## config.mk

```make
export PLATFORM = sky130hd
export DESIGN_NAME = ace_master_port
export DESIGN_NICKNAME = d
export VERILOG_FILES = /design/src/rtl/ace_pkg.sv /design/src/rtl/ace_master_port.sv
export SDC_FILE = /design/constraint.sdc
export NUM_CORES = 1
export LEC_CHECK = 0
export ABC_CLOCK_PERIOD_IN_PS = 3140
export BUFFER_PORTS_ARGS = -buffer_cell sky130_fd_sc_hd__buf_2
export CAP_MARGIN = 20
export CORE_AREA = 2 2 180 182
export CTS_CLUSTER_SIZE = 24
export DETAILED_ROUTE_END_ITERATION = 16
export DIE_AREA = 0 0 182 184
export SLEW_MARGIN = 15
export SYNTH_ARGS = -nofsm -noshare
export SYNTH_HDL_FRONTEND = slang
export SYNTH_SLANG_ARGS = --single-unit
```

## constraint.sdc

```tcl
create_clock -name clk -period 3.14 [get_ports clk]
set_clock_uncertainty 0.15 [all_clocks]
set_input_delay 0.157 -clock clk [delete_from_list [all_inputs] [get_ports clk]]
set_output_delay 0.157 -clock clk [all_outputs]
set_load 0.005 [all_outputs]
```

## src/rtl/ace_pkg.sv

```systemverilog
// ace_pkg: ACE snoop/response encodings and the port FSM and request-kind types
package ace_pkg;
  localparam logic [3:0] ARSNOOP_READSHARED  = 4'b0001;
  localparam logic [3:0] ARSNOOP_CLEANUNIQUE = 4'b1011;
  localparam logic [2:0] AWSNOOP_WRITEBACK   = 3'b011;
  localparam logic [1:0] RESP_OKAY           = 2'b00;
  typedef enum logic [2:0] {IDLE, AR_ADDR, R_DATA, AW_ADDR, W_DATA, B_RESP, ACK} port_state_e;
  typedef enum logic [1:0] {READ, WRITE, INVAL} req_kind_e;
endpackage

```

## src/rtl/ace_master_port.sv

```systemverilog
// ace_master_port: turns cache read/write/invalidate requests into ACE ReadShared, WriteBack and CleanUnique transactions
module ace_master_port
  import ace_pkg::*;
#(
  parameter int ADDR_W     = 32,
  parameter int DATA_W     = 32,
  parameter int LINE_BEATS = 4
) (
  input  logic                         clk,
  input  logic                         reset,
  input  logic                         read_req,
  input  logic                         write_req,
  input  logic                         invalid_req,
  input  logic [ADDR_W-1:0]            req_addr,
  input  logic [LINE_BEATS*DATA_W-1:0] wb_line,
  output logic                         ace_ready,
  output logic [LINE_BEATS*DATA_W-1:0] fill_line,
  output logic                         resp_shared,
  output logic                         resp_dirty,
  output logic                         resp_err,
  output logic [ADDR_W-1:0]            araddr,
  output logic [7:0]                   arlen,
  output logic [3:0]                   arsnoop,
  output logic                         arvalid,
  input  logic                         arready,
  input  logic [DATA_W-1:0]            rdata,
  input  logic [3:0]                   rresp,
  input  logic                         rlast,
  input  logic                         rvalid,
  output logic                         rready,
  output logic [ADDR_W-1:0]            awaddr,
  output logic [7:0]                   awlen,
  output logic [2:0]                   awsnoop,
  output logic                         awvalid,
  input  logic                         awready,
  output logic [DATA_W-1:0]            wdata,
  output logic                         wlast,
  output logic                         wvalid,
  input  logic                         wready,
  input  logic [1:0]                   bresp,
  input  logic                         bvalid,
  output logic                         bready,
  output logic                         rack,
  output logic                         wack
);
  localparam int LW = LINE_BEATS * DATA_W;
  localparam int CW = $clog2(LINE_BEATS) + 1;
  localparam int BW = CW - 1;
  port_state_e       state_q, state_d;
  req_kind_e         kind_q, kind_d;
  logic [ADDR_W-1:0] addr_q, addr_d;
  logic [LW-1:0]     line_q, line_d;
  logic [CW-1:0]     cnt_q, cnt_d;
  logic              err_q, err_d, shared_q, shared_d, dirty_q, dirty_d;
  logic [7:0]        len;
  logic              beat_last;
  assign len       = kind_q == INVAL ? 8'd0 : 8'(LINE_BEATS - 1);
  assign beat_last = rlast || 8'(cnt_q) == len;
  always_comb begin
    state_d  = state_q;
    kind_d   = kind_q;
    addr_d   = addr_q;
    line_d   = line_q;
    cnt_d    = cnt_q;
    err_d    = err_q;
    shared_d = shared_q;
    dirty_d  = dirty_q;
    case (state_q)
      IDLE: if (write_req || read_req || invalid_req) begin
        kind_d   = write_req ? WRITE : read_req ? READ : INVAL;
        state_d  = write_req ? AW_ADDR : AR_ADDR;
        addr_d   = req_addr & ~ADDR_W'(LW / 8 - 1);
        line_d   = wb_line;
        cnt_d    = '0;
        err_d    = 1'b0;
        shared_d = 1'b0;
        dirty_d  = 1'b0;
      end
      AR_ADDR: state_d = arready ? R_DATA : AR_ADDR;
      R_DATA: if (rvalid) begin
        if (kind_q != INVAL) line_d[cnt_q[BW-1:0]*DATA_W +: DATA_W] = rdata;
        cnt_d    = cnt_q + CW'(1);
        err_d    = err_q || rresp[1:0] != RESP_OKAY || rlast != (8'(cnt_q) == len);
        shared_d = beat_last ? rresp[3] : shared_q;
        dirty_d  = beat_last ? rresp[2] : dirty_q;
        state_d  = beat_last ? ACK : R_DATA;
      end
      AW_ADDR: state_d = awready ? W_DATA : AW_ADDR;
      W_DATA: if (wready) begin
        cnt_d   = wlast ? '0 : cnt_q + CW'(1);
        state_d = wlast ? B_RESP : W_DATA;
      end
      B_RESP: if (bvalid) begin
        err_d   = err_q || bresp != RESP_OKAY;
        state_d = ACK;
      end
      default: state_d = IDLE;
    endcase
  end
  always_ff @(posedge clk or negedge reset)
    if (!reset) begin
      state_q  <= IDLE;
      kind_q   <= READ;
      addr_q   <= '0;
      line_q   <= '0;
      cnt_q    <= '0;
      err_q    <= 1'b0;
      shared_q <= 1'b0;
      dirty_q  <= 1'b0;
    end else begin
      state_q  <= state_d;
      kind_q   <= kind_d;
      addr_q   <= addr_d;
      line_q   <= line_d;
      cnt_q    <= cnt_d;
      err_q    <= err_d;
      shared_q <= shared_d;
      dirty_q  <= dirty_d;
    end
  assign arvalid     = state_q == AR_ADDR;
  assign araddr      = addr_q;
  assign arlen       = arvalid ? len : '0;
  assign arsnoop     = !arvalid ? '0 : kind_q == INVAL ? ARSNOOP_CLEANUNIQUE : ARSNOOP_READSHARED;
  assign rready      = state_q == R_DATA;
  assign awvalid     = state_q == AW_ADDR;
  assign awaddr      = addr_q;
  assign awlen       = awvalid ? 8'(LINE_BEATS - 1) : '0;
  assign awsnoop     = awvalid ? AWSNOOP_WRITEBACK : '0;
  assign wvalid      = state_q == W_DATA;
  assign wdata       = wvalid ? line_q[cnt_q[BW-1:0]*DATA_W +: DATA_W] : '0;
  assign wlast       = wvalid && cnt_q == CW'(LINE_BEATS - 1);
  assign bready      = state_q == B_RESP;
  assign ace_ready   = state_q == ACK;
  assign rack        = ace_ready && kind_q != WRITE;
  assign wack        = ace_ready && kind_q == WRITE;
  assign fill_line   = line_q;
  assign resp_shared = shared_q;
  assign resp_dirty  = dirty_q;
  assign resp_err    = err_q;
endmodule

```

==> impl_metrics.json <==
{
  "die_y_um": 184,
  "leakage_nw": 7.66,
  "hold_path.class": "in -> reg",
  "worstReg2RegStart": "state_q[0]",
  "core_um2": 31400,
  "min_period_ns": 2.90,
  "fin_crit_sh_pct": 92.5,
  "relSlewSlack_pct": 47.0,
  "nets": 1577,
  "hp-start": "rdata[0]",
  "postSynthRegisterBits": 167,
  "cts.sinks": 167,
  "netlist_area_um2": 9850,
  "tns_ns": 0,
  "r2r_cells": 6,
  "clk_path_buf_depth": 2,
  "start_util_pct": 31.4,
  "path_clk_slew_ns": 0.07,
  "wirelength_um": 37700,
  "die_x_um": 182,
  "path_class": "reg -> reg",
  "cp.required_ns": 3.36,
  "crit_arrival_ns": 3.13,
  "grt_pass1_vias": 9061,
  "overflow": 0,
  "drive_above_1_share_pct": 51.2,
  "cts-htree-levels": 4,
  "clock_latency_ns": 0.43,
  "post-place-cells": 1496,
  "cts_tree": "yes",
  "port_buffers": 441,
  "yosysUniqueCellTypes": 41,
  "synth_edf_count": 0,
  "first_pass_iters": 5,
  "io_pins": 468,
  "yosysWarnings": 0,
  "netlist_instances": 723,
  "reg2reg_to": "fill_line[16]",
  "async_flop_share_pct": 100,
  "tightest_slew_ns": 0.793,
  "end_kind": "register",
  "grt_pass1_wl_um": 55100,
  "floorplan.die_area_um2": 33500,
  "drv_cap": 0,
  "path_max_fanout": 22,
  "place_congestion": 0.832,
  "wl_per_cell_um": 21.2,
  "ir_worst_vdd_mv": 0.369,
  "hold_viol_final": 0,
  "stdcell_count": 1778,
  "postRouteAntennaNets": 0,
  "p_per_area_nw_per_um2": 945,
  "holdPathEnd": "fill_line[96]",
  "drc": 0,
  "grt_usage_pct": 21.8,
  "setup_viol": 0,
  "row_count": 65,
  "holdWs_ns": 0.0508,
  "worst_setup_path_start_kind": "register",
  "syn_area_per_cell_um2": 13.6,
  "area_delta_synth_final_pct": 55.2,
  "rsz0062_at_grt": "no",
  "grt_max_degree": 67,
  "fmax_mhz": 344,
  "ys.flop_type": "dfrtp_1",
  "hold_depth": 3,
  "vias": 8824,
  "cts_made_buffers": 17,
  "routed_via_density": 4.96,
  "cts_root_buffer": "clkbuf_16",
  "reg2reg_slack_ns": 0.24,
  "slew_viol_final": 0,
  "hpwl_um": 24900,
  "antenna_found_initial": 1,
  "status": "finished clean",
  "seq_area_frac_synth_pct": 42.4,
  "first_iter_violations": 485
}
## sequential cells by signal, summed over array words and instances (netlist names)
| name | count |
|---|---|
| resp_dirty | 1 |
| fill_line | 128 |
| kind_q | 2 |
| state_q | 3 |
| resp_shared | 1 |
| cnt_q | 3 |
| araddr | 28 |
| resp_err | 1 |
## power breakdown
group / leakage, nW / internal, mW / switching (mW)
sequential: 2.04 / 3.25 / 0.950
clock: 0.300 / 1.38 / 0.933
combinational: 5.33 / 4.74 / 3.18
total: 7.66 / 9.37 / 5.07
## cells in the final DEF, fill, tap and decap left out, types with 2 or more instances in the layout
master / n
a21oi_1: 2
a21oi_4: 4
a22o_1: 131
and3_1: 4
and4_2: 2
buf_12: 7
buf_2: 440
buf_4: 21
bufinv_16: 4
clkbuf_1: 2
clkbuf_16: 17
clkbuf_8: 2
clkinv_2: 2
clkinvlp_4: 3
conb_1: 22
dfrtp_1: 165
dfrtp_4: 2
dlygate4sd3_1: 247
ha_1: 6
inv_1: 11
inv_6: 2
mux2_2: 38
mux2_4: 120
mux2i_1: 2
mux4_2: 32
nand2_1: 5
nand2b_1: 5
nor2_1: 10
nor2b_1: 35
nor3_1: 5
o21ai_0: 5
o22ai_1: 3
or3_1: 3
## synth_stat cells, types with 4 or more instances
| cell type | instances | area share (%) |
|---|---|---|
| a21oi_4 | 4 | 0.66 |
| a22o_1 | 131 | 12 |
| and3_1 | 4 | 0.25 |
| buf_2 | 23 | 1.2 |
| buf_4 | 59 | 4.5 |
| buf_6 | 12 | 1.4 |
| clkbuf_1 | 22 | 0.84 |
| dfrtp_1 | 167 | 42 |
| ha_1 | 6 | 0.76 |
| inv_1 | 11 | 0.42 |
| mux2_2 | 38 | 4.3 |
| mux2_4 | 120 | 18 |
| mux4_2 | 32 | 7.3 |
| nand2_1 | 5 | 0.19 |
| nand2b_1 | 5 | 0.32 |
| nor2_1 | 10 | 0.38 |
| nor2b_1 | 35 | 2.2 |
| nor3_1 | 5 | 0.25 |
| o21ai_0 | 5 | 0.25 |
## critical path, stage by stage, from the launching register on
cell,delay [ns]
dfrtp_1,0.53
or3b_4,0.52
nor4b_4,0.29
buf_4,0.41
a22o_1,0.22
dlygate4sd3_1,0.56
mux2_4,0.14
## cell type report
type | instances | area (um^2)
Sequential cell | 167 | 4190
Inverter | 12 | 45.0
Tap cell | 402 | 503
Antenna cell | 1 | 2.50
Timing Repair Buffer | 716 | 4980
Fill cell | 2768 | 16100
Multi-Input combinational cell | 448 | 4930
Clock buffer | 21 | 460
Clock inverter | 11 | 170
## stage by stage
step,power (mW),utilization [%],area [um^2],setup WS [ns]
after floorplan,9.15,-,9930,0.497
after global placement,11.4,38.7,12200,0.414
after detailed placement,11.5,38.7,12200,0.417
after CTS,14.5,48.6,15300,0.0356
after global routing,15.2,48.7,15300,0.152
final,14.4,48.7,15300,0.236
## per-layer routing
metal | routed length [um] | share of wire [%] | track usage (%)
met1 | 15600 | 41 | 27.1
met2 | 18700 | 49 | 37.2
met3 | 2200 | 5.8 | 3.94
met4 | 1210 | 3.2 | 9.58
met5 | 0 | 0 | 0
## repair_timing
| action | 4_1_cts | 5_1_grt |
|---|---|---|
| endpoints found under the hold margin | 226 | 1 |
| hold buffers | 246 | 1 |
| resized for setup | 0 | 1 |
| setup buffers | 0 | 2 |
| endpoints found under the setup margin | 0 | 16 |
## how the worst max path moves through the flow
| stage | to | slack, ns | startpoint |
|---|---|---|---|
| detailed placement | fill_line[1] | 0.42 | state_q[0] |
| global placement | fill_line[1] | 0.41 | state_q[0] |
| CTS | fill_line[123] | 0.04 | cnt_q[1] |
| global route | fill_line[16] | 0.15 | state_q[0] |
| floorplan | fill_line[100] | 0.50 | cnt_q[1] |
| finish | fill_line[16] | 0.24 | state_q[0] |
## logic make-up after synthesis
kind of cell	Yosys count	share of synthesized area, %
fa+ha+maj	6	0.762
flops	167	42.4
other cells	1	0.0381
simple gates	77	4.88
buf+inv	129	8.37
compound gates	151	13.4
mux	192	30.2
Note: power is estimated with default switching activity, not from simulation.
